## src/rtl/meas_gate_ctrl.sv

```systemverilog
// Equal-precision gate controller: opens/closes the gate on fx edges, counts sys_clk
// cycles and fx periods, and publishes results only while the SPI bus is idle.
module meas_gate_ctrl #(
    parameter int unsigned GATE_CYCLES    = 200_000_000,
    parameter int unsigned TIMEOUT_CYCLES = 400_000_000,
    parameter int unsigned CNT_W          = 32
) (
    input  logic             sys_clk,
    input  logic             rst_n,
    input  logic             enable,
    input  logic             fx_in,
    input  logic             ncs,
    output logic [CNT_W-1:0] fs_cnt,
    output logic [CNT_W-1:0] fx_cnt,
    output logic             upd,
    output logic             nosig,
    output logic             ovf,
    output logic             busy,
    output logic [7:0]       seq
);

    localparam int unsigned GW = $clog2(GATE_CYCLES + 1);
    localparam int unsigned TW = $clog2(TIMEOUT_CYCLES + 1);
    localparam logic [GW-1:0] GATE_LAST = GW'(GATE_CYCLES - 1);
    localparam logic [TW-1:0] TO_LAST   = TW'(TIMEOUT_CYCLES - 1);

    typedef enum logic [2:0] {
        ST_IDLE,
        ST_ARM,
        ST_GATE,
        ST_CLOSE,
        ST_PUBLISH
    } state_t;

    state_t           state_q, state_d;
    logic             fx_s0_q, fx_s1_q, fx_s2_q;
    logic             ncs_s0_q, ncs_s1_q;
    logic [CNT_W-1:0] fs_acc_q, fs_acc_d;
    logic [CNT_W-1:0] fx_acc_q, fx_acc_d;
    logic [GW-1:0]    gate_cnt_q, gate_cnt_d;
    logic [TW-1:0]    to_cnt_q, to_cnt_d;
    logic             ovf_p_q, ovf_p_d;
    logic [CNT_W-1:0] pend_fs_q, pend_fs_d;
    logic [CNT_W-1:0] pend_fx_q, pend_fx_d;
    logic             pend_ovf_q, pend_ovf_d;
    logic             pend_nosig_q, pend_nosig_d;
    logic [CNT_W-1:0] fs_cnt_q, fs_cnt_d;
    logic [CNT_W-1:0] fx_cnt_q, fx_cnt_d;
    logic             upd_q, upd_d;
    logic             nosig_q, nosig_d;
    logic             ovf_q, ovf_d;
    logic             busy_q;
    logic [7:0]       seq_q, seq_d;

    logic             fx_edge;
    logic             bus_idle;
    logic [CNT_W-1:0] fs_inc, fx_inc;
    logic             fs_full, fx_full;
    logic             to_hit;
    logic             to_fire;

    assign fx_edge  = fx_s1_q & ~fx_s2_q;
    assign bus_idle = ncs_s1_q;

    // Saturating increments: accumulators stick at all-ones instead of wrapping.
    assign fs_inc  = (fs_acc_q == '1) ? fs_acc_q : fs_acc_q + CNT_W'(1);
    assign fx_inc  = (fx_acc_q == '1) ? fx_acc_q : fx_acc_q + CNT_W'(1);
    assign fs_full = (fs_inc == '1);
    assign fx_full = (fx_inc == '1);
    assign to_hit  = (to_cnt_q == TO_LAST);

    always_comb begin
        state_d      = state_q;
        fs_acc_d     = fs_acc_q;
        fx_acc_d     = fx_acc_q;
        gate_cnt_d   = gate_cnt_q;
        to_cnt_d     = to_cnt_q;
        ovf_p_d      = ovf_p_q;
        pend_fs_d    = pend_fs_q;
        pend_fx_d    = pend_fx_q;
        pend_ovf_d   = pend_ovf_q;
        pend_nosig_d = pend_nosig_q;
        fs_cnt_d     = fs_cnt_q;
        fx_cnt_d     = fx_cnt_q;
        nosig_d      = nosig_q;
        ovf_d        = ovf_q;
        seq_d        = seq_q;
        upd_d        = 1'b0;
        to_fire      = 1'b0;

        case (state_q)
            ST_IDLE: begin
                if (enable) begin
                    state_d = ST_ARM;
                end
            end
            ST_ARM: begin
                if (!enable) begin
                    state_d = ST_IDLE;
                    ovf_p_d = 1'b0;
                end else if (fx_edge) begin
                    fs_acc_d   = '0;
                    fx_acc_d   = '0;
                    gate_cnt_d = '0;
                    ovf_p_d    = 1'b0;
                    state_d    = ST_GATE;
                end else if (to_hit) begin
                    to_fire = 1'b1;
                end
            end
            ST_GATE: begin
                if (!enable) begin
                    state_d = ST_IDLE;
                end else begin
                    fs_acc_d   = fs_inc;
                    gate_cnt_d = gate_cnt_q + GW'(1);
                    if (fs_full) begin
                        ovf_p_d = 1'b1;
                    end
                    if (fx_edge) begin
                        fx_acc_d = fx_inc;
                        if (fx_full) begin
                            ovf_p_d = 1'b1;
                        end
                    end
                    if (to_hit && !fx_edge) begin
                        to_fire = 1'b1;
                    end else if (gate_cnt_q == GATE_LAST) begin
                        state_d = ST_CLOSE;
                    end
                end
            end
            ST_CLOSE: begin
                if (!enable) begin
                    state_d = ST_IDLE;
                end else begin
                    fs_acc_d = fs_inc;
                    // The closing edge takes priority over a coincident timeout.
                    if (fx_edge) begin
                        fx_acc_d     = fx_inc;
                        pend_fs_d    = fs_inc;
                        pend_fx_d    = fx_inc;
                        pend_ovf_d   = ovf_p_q | fs_full | fx_full;
                        pend_nosig_d = 1'b0;
                        state_d      = ST_PUBLISH;
                    end else if (to_hit) begin
                        to_fire = 1'b1;
                    end
                end
            end
            ST_PUBLISH: begin
                if (bus_idle) begin
                    fs_cnt_d = pend_fs_q;
                    fx_cnt_d = pend_fx_q;
                    ovf_d    = pend_ovf_q;
                    nosig_d  = pend_nosig_q;
                    seq_d    = seq_q + 8'd1;
                    upd_d    = 1'b1;
                    state_d  = enable ? ST_ARM : ST_IDLE;
                end
            end
            default: begin
                state_d = ST_IDLE;
            end
        endcase

        if (to_fire) begin
            pend_fs_d    = '0;
            pend_fx_d    = '0;
            pend_ovf_d   = 1'b0;
            pend_nosig_d = 1'b1;
            state_d      = ST_PUBLISH;
        end

        // Timeout counter restarts on every state change and every fx edge.
        if ((state_d != state_q) || fx_edge) begin
            to_cnt_d = '0;
        end else if ((state_q == ST_ARM) || (state_q == ST_GATE) || (state_q == ST_CLOSE)) begin
            to_cnt_d = to_cnt_q + TW'(1);
        end
    end

    always_ff @(posedge sys_clk or negedge rst_n) begin
        if (!rst_n) begin
            state_q      <= ST_IDLE;
            fx_s0_q      <= 1'b0;
            fx_s1_q      <= 1'b0;
            fx_s2_q      <= 1'b0;
            ncs_s0_q     <= 1'b1;
            ncs_s1_q     <= 1'b1;
            fs_acc_q     <= '0;
            fx_acc_q     <= '0;
            gate_cnt_q   <= '0;
            to_cnt_q     <= '0;
            ovf_p_q      <= 1'b0;
            pend_fs_q    <= '0;
            pend_fx_q    <= '0;
            pend_ovf_q   <= 1'b0;
            pend_nosig_q <= 1'b0;
            fs_cnt_q     <= '0;
            fx_cnt_q     <= '0;
            upd_q        <= 1'b0;
            nosig_q      <= 1'b0;
            ovf_q        <= 1'b0;
            busy_q       <= 1'b0;
            seq_q        <= '0;
        end else begin
            state_q      <= state_d;
            fx_s0_q      <= fx_in;
            fx_s1_q      <= fx_s0_q;
            fx_s2_q      <= fx_s1_q;
            ncs_s0_q     <= ncs;
            ncs_s1_q     <= ncs_s0_q;
            fs_acc_q     <= fs_acc_d;
            fx_acc_q     <= fx_acc_d;
            gate_cnt_q   <= gate_cnt_d;
            to_cnt_q     <= to_cnt_d;
            ovf_p_q      <= ovf_p_d;
            pend_fs_q    <= pend_fs_d;
            pend_fx_q    <= pend_fx_d;
            pend_ovf_q   <= pend_ovf_d;
            pend_nosig_q <= pend_nosig_d;
            fs_cnt_q     <= fs_cnt_d;
            fx_cnt_q     <= fx_cnt_d;
            upd_q        <= upd_d;
            nosig_q      <= nosig_d;
            ovf_q        <= ovf_d;
            busy_q       <= (state_d != ST_IDLE);
            seq_q        <= seq_d;
        end
    end

    assign fs_cnt = fs_cnt_q;
    assign fx_cnt = fx_cnt_q;
    assign upd    = upd_q;
    assign nosig  = nosig_q;
    assign ovf    = ovf_q;
    assign busy   = busy_q;
    assign seq    = seq_q;

endmodule

```

## config.mk

```make
export PLATFORM = sky130hd
export DESIGN_NAME = meas_gate_ctrl
export DESIGN_NICKNAME = d
export VERILOG_FILES = /design/src/rtl/meas_gate_ctrl.sv
export SDC_FILE = /design/constraint.sdc
export NUM_CORES = 1
export LEC_CHECK = 0
export BUFFER_PORTS_ARGS = -buffer_cell sky130_fd_sc_hd__buf_2
export CAP_MARGIN = 20
export CORE_UTILIZATION = 45
export DETAILED_ROUTE_END_ITERATION = 12
export PLACE_DENSITY = 0.69
export SKIP_LAST_GASP = 1
export SYNTH_ARGS = -nofsm -noshare
export SYNTH_HDL_FRONTEND = slang
export SYNTH_SLANG_ARGS = --single-unit
```

## constraint.sdc

```tcl
create_clock -name sys_clk -period 5 [get_ports sys_clk]
set_input_delay 0.5 -clock sys_clk [delete_from_list [all_inputs] [get_ports sys_clk]]
set_output_delay 0.5 -clock sys_clk [all_outputs]
set_load 0.005 [all_outputs]
```

==> out/qor.txt <==
status - completed
Post-Syn Instances - 1349
WP buf/inv - 0
first-pass GRT wire length - 53740 um
pwr/cell area - 318.7 mW/mm2
post-CTS sizing - 0
Sink Count - 272
Clock Latency Late Sink - 0.54 ns
Clock power frac - 0.487
Largest delay share family, worst path - simple AND/OR/NAND/NOR gates
RSZ-0062 raised after global routing - false
reg2reg start - fs_acc_q[0]$_DFFE_PN0P_
Core Box Area - 0.02878 mm2
logic gate share of total power - 0.037
placer congestion estimate - 0.9239
Worst Setup End Kind - flip-flop
number of flops mapped to enable cells by yosys - 0
per-cell routed wire length - 17.75 um
largest net degree at the start of global routing - 118
vias post-DR - 10330
TritonCTS Buffers - 30
synth cell count leaders - 270 x dfrtp_1, 169 x nand2_1, 145 x o21ai_0
DP Wirelength - 21470 um
Fin. Hold Viols - 0
Avg Inst Size Synth - 9.802 um2
Leak Pwr - 6.612 nW
initial antenna violation count - 1
Max Cap Viol - 0
Async SR Flop Fraction - 1.000
Max Slew Vio Count - 0
DR DRC count - 0
Critical Path Start Type - flip-flop
crit path from - fs_acc_q[0]$_DFFE_PN0P_
Die H - 173.4 um
Initial Util - 0.4594
Least-Margin Pin Slew - 1.047 ns
sequential fraction of the synthesis area - 0.5150
Hold Crit Class - input port to asynchronous set/reset pin
maximum vdd drop - 0.3931 mV
CP required - 5.48 ns
Via-to-Cell Ratio - 5.730
Arrival @ worst endpoint - 3.87 ns
Cell variety after synth - 70
Fmax - 295.2 MHz
post-CTS setup buffers - 0
cell-internal power - 0.003723 W
area of the mapped netlist - 0.01322 mm2
Final ANT Viol Nets - 0
slowest stage delay, CP - 0.51 ns
Final period util - 0.6776
ys flop type - dfrtp_1
layout cell share with drive strength beyond 1 - 0.1700
H-Tree Depth - 1
sum of routed wire length over all layers - 32010 um
hold_buf cts - 0
share of the synthesized area in the top cell type - 0.5110
clk slew on worst S/H paths - 0.07 ns
vias in the first global route - 9991
Port Buf Inserts - 80
Top Ports - 81
die width - 173.4 um
initial drt markers - 895
CTS Root Cell - clkbuf_16
CP dominant cell by count - nand2_1
worst-path cell chain - ha_1, nand2_1, nor3_2, nand3_1, nand2_1, o21ai_0, or4_4, nor4_4, o21bai_1, a22o_1
Net Sw Frac - 0.2199
crit-path max FO - 9
final net count - 1405
NetSw - 0.001049 W
Layout area overhead - 13.26%
CTS tree - built
sequential share of power - 0.475
CP max-delay cell - dfrtp_1
Post-Route Skew - 0.007775 ns
critical setup path kind - flip-flop to flip-flop
cell taking the most area after synthesis - dfrtp_1
synth top area cells - dfrtp_1 51%, mux2_2 6.0%, o21ai_0 5.5%
Setup Viol. Count Final - 0
GRT overflow - 0
GRT Overall Usage - 0.2176
slew margin rel. - 0.3021
post-layout min period - 3.388 ns
first drt pass iteration count - 5
Clock Path Buffers - 3
synth warn - 0
post-layout power - 0.004772 W
Yosys reg bits - 272
Syn Nets - 1359
Die Footprint - 0.03007 mm2
most frequent cell after synthesis - dfrtp_1
Final TNS setup - 0 ns
row cnt - 62
[cell usage in the layout (no fill, tap or decap), drive strengths merged, types with 6 or more instances in the layout]
cell,n
a22o,8
dfrtp,270
nor3,19
o31ai,13
and2,10
nor2,136
and3,23
o21ai,146
mux2,70
or4,6
a21o,8
clkbuf,40
a31oi,9
or3,13
nand2,169
xnor2,59
xor2,43
and4,14
inv,18
nand3,65
nor4,16
clkinv,7
a21oi,31
nand4,53
buf,91
[metal layers]
| layer | part of all wire | vias to the layer above | global-route usage | routed length, um |
|---|---|---|---|---|
| li1 | - | 4892 | - | - |
| met2 | 0.44 | 305 | 0.3271 | 13970 |
| met4 | 0.023 | 0 | 0.05937 | 746 |
| met3 | 0.060 | 58 | 0.02961 | 1910 |
| met1 | 0.48 | 5076 | 0.3283 | 15390 |
| met5 | 0 | - | 0 | 0 |
[logic make-up after synthesis]
family                   after synthesis  synth area share
multiplexers                          72           0.06113
adder cells (fa/ha/maj)                5          0.004731
AND/OR/NAND/NOR                      556            0.2108
AO/OA/AOI/OAI                        250            0.1121
XOR/XNOR                             102           0.06756
buffers and inverters                 92           0.02867
flip-flops                           272            0.5150
[through the flow]
step           instances  instance area, um2  hold slack (ns)    util  setup slack [ns]
2_1_floorplan       1349               13220           0.2044       -             2.150
3_3_place_gp        1747               13900           0.3380  0.4831             1.735
3_5_place_dp        1747               13900           0.3410  0.4831             1.666
4_1_cts             1802               14970          0.03719  0.5203             1.655
5_1_grt             1802               14970          0.03440  0.5203             1.329
6_report            1803               14980          0.01868  0.5203             1.612
[registers in the layout, indices dropped and copies added, names as in the netlist, 3 cells and up]
signal / count
fs_acc_q: 32
seq: 8
fx_cnt: 32
fx_acc_q: 32
fs_cnt: 32
pend_fs_q: 32
to_cnt_q: 29
state_q: 3
pend_fx_q: 32
gate_cnt_q: 28
[path summary, 6_finish.rpt]
kind                                             end  slack [ns]  cells after the start
max                              ovf_p_q$_DFFE_PN0P_        1.61                     10
min                           fx_cnt[31]$_DFFE_PN0P_        0.02                      1
max reg2reg                      ovf_p_q$_DFFE_PN0P_        1.61                     10
min reg2reg                        fx_s1_q$_DFF_PN0_        0.35                      0
max in group asynchronous  pend_fx_q[29]$_DFFE_PN0P_        3.81                      2
min in group sys_clk              ncs_s0_q$_DFF_PN1_        0.06                      1
[layout make-up]
cell class | count | area [um2]
inverters | 15 | 56.30
flip-flops and latches | 272 | 6809
multi-input cells | 985 | 6053
fillers | 2579 | 13800
clock inverters | 15 | 188.9
well taps | 384 | 480.5
diodes | 1 | 2.502
clock buffers | 40 | 879.6
repair buffers | 91 | 505.5
[power groups by stage]
stage          Sequential (W)  Combinational, W  Clock [W]
4_1_cts               0.00227          0.000182    0.00238
6_report              0.00227          0.000178    0.00233
2_1_floorplan         0.00229          0.000107          0
3_5_place_dp          0.00231          0.000180          0
3_3_place_gp          0.00230          0.000180          0
5_1_grt               0.00227          0.000204    0.00247
(Power assumes the default switching activity.)
